===== config.mk =====
export PLATFORM = sky130hd
export DESIGN_NAME = alu_reservation_station
export DESIGN_NICKNAME = d
export VERILOG_FILES = /design/src/rtl/alu_reservation_station.sv
export SDC_FILE = /design/constraint.sdc
export NUM_CORES = 1
export LEC_CHECK = 0
export ABC_AREA = 1
export BUFFER_PORTS_ARGS = -buffer_cell sky130_fd_sc_hd__buf_2
export CAP_MARGIN = 10
export CORE_MARGIN = 4
export CORE_UTILIZATION = 40
export CTS_CLUSTER_SIZE = 25
export DETAILED_ROUTE_END_ITERATION = 12
export PLACE_DENSITY = 0.54
export SETUP_SLACK_MARGIN = 0.4
export SYNTH_ARGS = -nofsm -noshare
export SYNTH_HDL_FRONTEND = slang
export SYNTH_SLANG_ARGS = --single-unit

===== constraint.sdc =====
create_clock -name clk -period 5.95 [get_ports clk]
set_input_delay 0 -clock clk [delete_from_list [all_inputs] [get_ports clk]]
set_output_delay 0 -clock clk [all_outputs]
set_load 0.02 [all_outputs]

===== src/rtl/alu_reservation_station.sv =====
// ALU reservation station: holds renamed instructions until both source tags are
// ready, then issues the lowest-index ready entry to the ALU, one per cycle.
module alu_reservation_station #(
  parameter int DEPTH  = 8,
  parameter int PREG_W = 7,
  parameter int ROB_W  = 4
) (
  input  logic                       clk,
  input  logic                       reset,
  input  logic                       mispredict,
  input  logic                       alu_rs_valid_in,
  output logic                       alu_rs_ready_out,
  input  logic [PREG_W-1:0]          disp_pr1,
  input  logic [PREG_W-1:0]          disp_pr2,
  input  logic [PREG_W-1:0]          disp_prd,
  input  logic                       disp_pr1_rdy,
  input  logic                       disp_pr2_rdy,
  input  logic [3:0]                 disp_alu_op,
  input  logic                       disp_use_imm,
  input  logic [31:0]                disp_imm,
  input  logic [ROB_W-1:0]           disp_rob_tag,
  input  logic [2:0]                 wk_valid,
  input  logic [PREG_W-1:0]          wk_tag0,
  input  logic [PREG_W-1:0]          wk_tag1,
  input  logic [PREG_W-1:0]          wk_tag2,
  output logic                       issue_valid,
  input  logic                       issue_ready,
  output logic [PREG_W-1:0]          issue_pr1,
  output logic [PREG_W-1:0]          issue_pr2,
  output logic [PREG_W-1:0]          issue_prd,
  output logic [3:0]                 issue_alu_op,
  output logic                       issue_use_imm,
  output logic [31:0]                issue_imm,
  output logic [ROB_W-1:0]           issue_rob_tag,
  output logic [$clog2(DEPTH):0]     occupancy
);

  localparam int IDX_W = $clog2(DEPTH);
  localparam int CNT_W = IDX_W + 1;
  localparam logic [CNT_W-1:0] DEPTH_C = CNT_W'(DEPTH);

  logic [DEPTH-1:0]  valid_q, valid_d;
  logic [DEPTH-1:0]  rdy1_q, rdy1_d;
  logic [DEPTH-1:0]  rdy2_q, rdy2_d;
  logic [CNT_W-1:0]  occ_q, occ_d;

  logic [PREG_W-1:0] pr1_q [DEPTH];
  logic [PREG_W-1:0] pr2_q [DEPTH];
  logic [PREG_W-1:0] prd_q [DEPTH];
  logic [3:0]        op_q  [DEPTH];
  logic              imm_en_q [DEPTH];
  logic [31:0]       imm_q [DEPTH];
  logic [ROB_W-1:0]  rob_q [DEPTH];

  logic              selFound;
  logic [IDX_W-1:0]  selIdx;
  logic [IDX_W-1:0]  freeIdx;
  logic              accept;
  logic              fire;

  function automatic logic tagHit(input logic [PREG_W-1:0] t, input logic [2:0] v,
                                  input logic [PREG_W-1:0] a, input logic [PREG_W-1:0] b,
                                  input logic [PREG_W-1:0] c);
    return (v[0] && (a == t)) || (v[1] && (b == t)) || (v[2] && (c == t));
  endfunction

  // Descending scans leave the lowest matching index as the final winner.
  always_comb begin
    selFound = 1'b0;
    selIdx   = '0;
    freeIdx  = '0;
    for (int i = DEPTH - 1; i >= 0; i--) begin
      if (valid_q[i] && rdy1_q[i] && rdy2_q[i]) begin
        selFound = 1'b1;
        selIdx   = IDX_W'(i);
      end
      if (!valid_q[i]) begin
        freeIdx = IDX_W'(i);
      end
    end
  end

  assign alu_rs_ready_out = (occ_q < DEPTH_C) && !mispredict;
  assign issue_valid      = selFound && !mispredict;
  assign accept           = alu_rs_valid_in && alu_rs_ready_out;
  assign fire             = issue_valid && issue_ready;
  assign occupancy        = occ_q;

  assign issue_pr1     = pr1_q[selIdx];
  assign issue_pr2     = pr2_q[selIdx];
  assign issue_prd     = prd_q[selIdx];
  assign issue_alu_op  = op_q[selIdx];
  assign issue_use_imm = imm_en_q[selIdx];
  assign issue_imm     = imm_q[selIdx];
  assign issue_rob_tag = rob_q[selIdx];

  // The write slot is free this cycle, so it can never be the slot being issued.
  always_comb begin
    valid_d = valid_q;
    rdy1_d  = rdy1_q;
    rdy2_d  = rdy2_q;
    occ_d   = occ_q + CNT_W'(accept) - CNT_W'(fire);
    for (int i = 0; i < DEPTH; i++) begin
      rdy1_d[i] = rdy1_q[i] | tagHit(pr1_q[i], wk_valid, wk_tag0, wk_tag1, wk_tag2);
      rdy2_d[i] = rdy2_q[i] | tagHit(pr2_q[i], wk_valid, wk_tag0, wk_tag1, wk_tag2);
    end
    if (fire) begin
      valid_d[selIdx] = 1'b0;
    end
    if (accept) begin
      valid_d[freeIdx] = 1'b1;
      rdy1_d[freeIdx]  = disp_pr1_rdy || (disp_pr1 == '0) ||
                         tagHit(disp_pr1, wk_valid, wk_tag0, wk_tag1, wk_tag2);
      rdy2_d[freeIdx]  = disp_use_imm || disp_pr2_rdy || (disp_pr2 == '0) ||
                         tagHit(disp_pr2, wk_valid, wk_tag0, wk_tag1, wk_tag2);
    end
    if (mispredict) begin
      valid_d = '0;
      occ_d   = '0;
    end
  end

  always_ff @(posedge clk or negedge reset) begin
    if (!reset) begin
      valid_q <= '0;
      rdy1_q  <= '0;
      rdy2_q  <= '0;
      occ_q   <= '0;
    end else begin
      valid_q <= valid_d;
      rdy1_q  <= rdy1_d;
      rdy2_q  <= rdy2_d;
      occ_q   <= occ_d;
    end
  end

  // Payload is written only on accept; entry 0 resets to zero so reset-time issue fields are defined.
  always_ff @(posedge clk or negedge reset) begin
    if (!reset) begin
      for (int i = 0; i < DEPTH; i++) begin
        pr1_q[i]    <= '0;
        pr2_q[i]    <= '0;
        prd_q[i]    <= '0;
        op_q[i]     <= '0;
        imm_en_q[i] <= 1'b0;
        imm_q[i]    <= '0;
        rob_q[i]    <= '0;
      end
    end else if (accept) begin
      pr1_q[freeIdx]    <= disp_pr1;
      pr2_q[freeIdx]    <= disp_pr2;
      prd_q[freeIdx]    <= disp_prd;
      op_q[freeIdx]     <= disp_alu_op;
      imm_en_q[freeIdx] <= disp_use_imm;
      imm_q[freeIdx]    <= disp_imm;
      rob_q[freeIdx]    <= disp_rob_tag;
    end
  end

endmodule


==> results.cfg <==
[setup_path]
crit_family = simple AND/OR/NAND/NOR gates
cp.depth = 16
critical_path_buf_inv_count = 3
r2r-start = valid_q[7]
r2r_end = rdy2_q[1]
slowest_delay_ns = 0.70
crit_type = reg -> out
crit_path_end_kind = primary output
cp_data_required_time_ns = 5.95
cp_cell_sequence = nand2_1 -> nor2_1 -> nand2_1 -> nand2_1 -> nand2_1 -> nand2_1 -> nand2_1 -> nand2_8 -> nand2_4 -> buf_4 -> nand2_1 -> nand3_1 -> nand2_1 -> inv_1 -> nand2_1 -> buf_2
path_common_cell = nand2_1
reg2reg_depth = 11
startpoint_type = flop
r2r_slack_ns = 2.67
cp.arrival_ns = 4.04
cp_slowest_cell = nand2_4
crit_fanout = 95

[grt]
gr-total-overflow = 0
grt_pass1_wl_um = 174200
track_usage_pct = 27.45
grt_pass1_vias = 28060
grt_max_degree = 145
antenna_found_initial = 1

[clock_network]
htree_levels = 2
clockBufferDepth = 3
cts_setup_buffers = 0
path_clk_slew_ns = 0.06
tritoncts = yes
clkLatencyLatePin_ns = 0.64
cts_resized = 0
hold_buffers = 61
cts_num_sinks = 524
root_buffer = clkbuf_16
cts_buffers = 61

[place]
io_buffers = 160
dpl.hpwl_um = 65220
routabilityCongestion = 0.9628
post-place-ws_ns = 2.567

[floorplan]
io_pins = 161
core_um2 = 75950
die_y_um = 284.9
initial_core_util_pct = 40.38
dieArea_um2 = 81160
fp-row-count = 101
die_w_um = 284.9

[run]
max_cap_viol_count = 0

[synthesis]
syn_avg_cell_area_um2 = 6.887
synthesis.nets = 4551
yosys_warnings = 0
synth_edf_count = 0
synth-seq-area-share_pct = 42.76
synth.cell_area_um2 = 30670
syn_inst = 4453
synthArstFlopShare_pct = 100.0
synth_area_leaders = dfrtp_1, nand2_1, inv_1
ys_ff_latch = 524
ys_types = 36
synth-main-ff-cell = dfrtp_1
yosys.area.top_type = dfrtp_1
synth_top_area_share_pct = 42.76

[timing]
min_period_ns = 4.044
finalSetupViolations = 0
post-route-period-util_pct = 67.97
hold_viol = 0
max_freq_mhz = 247.3
rsz0062_at_grt = no
worst_pin_slew_ns = 1.112
fin_ws_ns = 1.906
finalMaxSlewViolations = 0
fin_skew_ns = 0.01110
timing.setup.tns_ns = 0
slew-limit-headroom_pct = 25.39

[drt]
dr.pass1.iters = 7
drc_errors = 0
viasPerCell = 5.338
finalWirelength_um = 113000
first_iter_violations = 3335
num_vias = 29620
wl_per_cell_um = 20.36
ant_nets = 0

[final_layout]
register_area_um2 = 13110
layout-drive-gt1-share_pct = 6.506
fillers = 8019
nets = 4580
area_growth_pct = 12.20
multi_input_area_um2 = 13570
diodes = 0

[outcome]
status = completed

[power]
p_per_area_nw_per_um2 = 309.3
ir_drop_mv = 0.2329
p_leak_uw = 0.01685

[worst_hold_path]
hold_path.class = in -> async
where the power goes:
group	internal [uW]	leakage (uW)	total (uW)	switching (uW)
logic	826	0.00882	2570	1750
registers	4020	0.00710	4380	364
clock network	2160	0.000928	3690	1530
total	7000	0.0169	10600	3640
cell usage in the layout, fill, tap and decap left out, types with 3 or more instances in the layout:
master	instances
o21ai_0	497
clkbuf_8	9
a41oi_1	3
xnor2_1	55
nand3b_1	3
a221oi_1	4
buf_12	6
ha_1	4
a21oi_1	112
nor2_1	149
nand3_1	534
clkbuf_16	61
nand2_1	1243
dlygate4sd3_1	61
clkinv_1	7
nand4_1	48
clkbuf_1	20
xor2_1	33
buf_4	27
nor3_1	11
inv_1	731
o2111ai_1	17
nand2_4	9
buf_2	159
dfrtp_1	524
or2_2	3
clkinv_2	6
o22ai_1	118
o21ai_1	43
bufinv_16	4
worst max-delay path by stage:
stage / endpoint / slack [ns] / start
finish: issue_pr2[6] / 1.91 / valid_q[7]
floorplan: occupancy[2] / 3.45 / valid_q[0]
global route: issue_pr2[6] / 1.60 / valid_q[6]
global placement: issue_prd[2] / 2.54 / valid_q[7]
CTS: issue_prd[2] / 1.88 / valid_q[7]
detailed placement: issue_prd[2] / 2.57 / valid_q[7]
metrics by stage:
step	hold WS (ns)	total power [uW]	instance area (um^2)	std cells	util, %
6_report	0.05014	10640	34410	5549	45.31
5_1_grt	0.03425	11260	34410	5549	45.31
4_1_cts	0.001222	10730	34410	5549	45.31
3_5_place_dp	0.1415	6953	31890	5388	41.99
3_3_place_gp	0.1456	6935	31890	5388	41.99
2_1_floorplan	-0.2956	6015	30670	4453	-
per-layer routing:
metal	share of wire, %	up-vias	track usage [%]
li1	-	14140	-
met1	44	13930	38.58
met2	43	1245	42.22
met3	8.2	306	4.548
met4	4.5	0	11.31
met5	0	-	0
kinds of logic (layout without fill, tap and decap cells):
kind of cell,count (synthesis),count (layout),share of synthesized area (%)
buffers and inverters,1030,1096,13.33
XOR/XNOR,88,88,2.513
AO/OA/AOI/OAI,801,801,13.91
adder cells (fa/ha/maj),5,5,0.2285
flip-flops,524,524,42.76
AND/OR/NAND/NOR,2005,2005,27.27
layout make-up:
| cell class | count | area share (%) |
|---|---|---|
| repair buffers | 254 | 5.069 |
| inverters | 742 | 8.105 |
| flip-flops and latches | 524 | 38.11 |
| well taps | 1030 | 3.745 |
| clock inverters | 10 | 0.5309 |
| clock buffers | 90 | 5.014 |
| multi-input cells | 2899 | 39.43 |
cell usage after synthesis (4+ instances only):
library cell,n
o21ai_0,497
inv_1,731
buf_6,10
o21ai_1,43
dfrtp_1,524
a221oi_1,4
o22ai_1,118
buf_2,98
inv_2,4
ha_1,4
nand2_1,1251
xor2_1,33
nor3_1,11
nor2_1,150
buf_4,6
nand3_1,535
a21oi_1,112
buf_1,22
nand4_1,48
clkbuf_1,152
clkinv_1,7
xnor2_1,55
o2111ai_1,17
registers in the layout, summed over array words and instances, names as in the netlist:
register / cells
imm_en_q: 8
imm_q: 256
occupancy: 4
op_q: 32
pr1_q: 56
pr2_q: 56
prd_q: 56
rdy1_q: 8
rdy2_q: 8
rob_q: 32
valid_q: 8
Power figures use the tool's default switching activity.
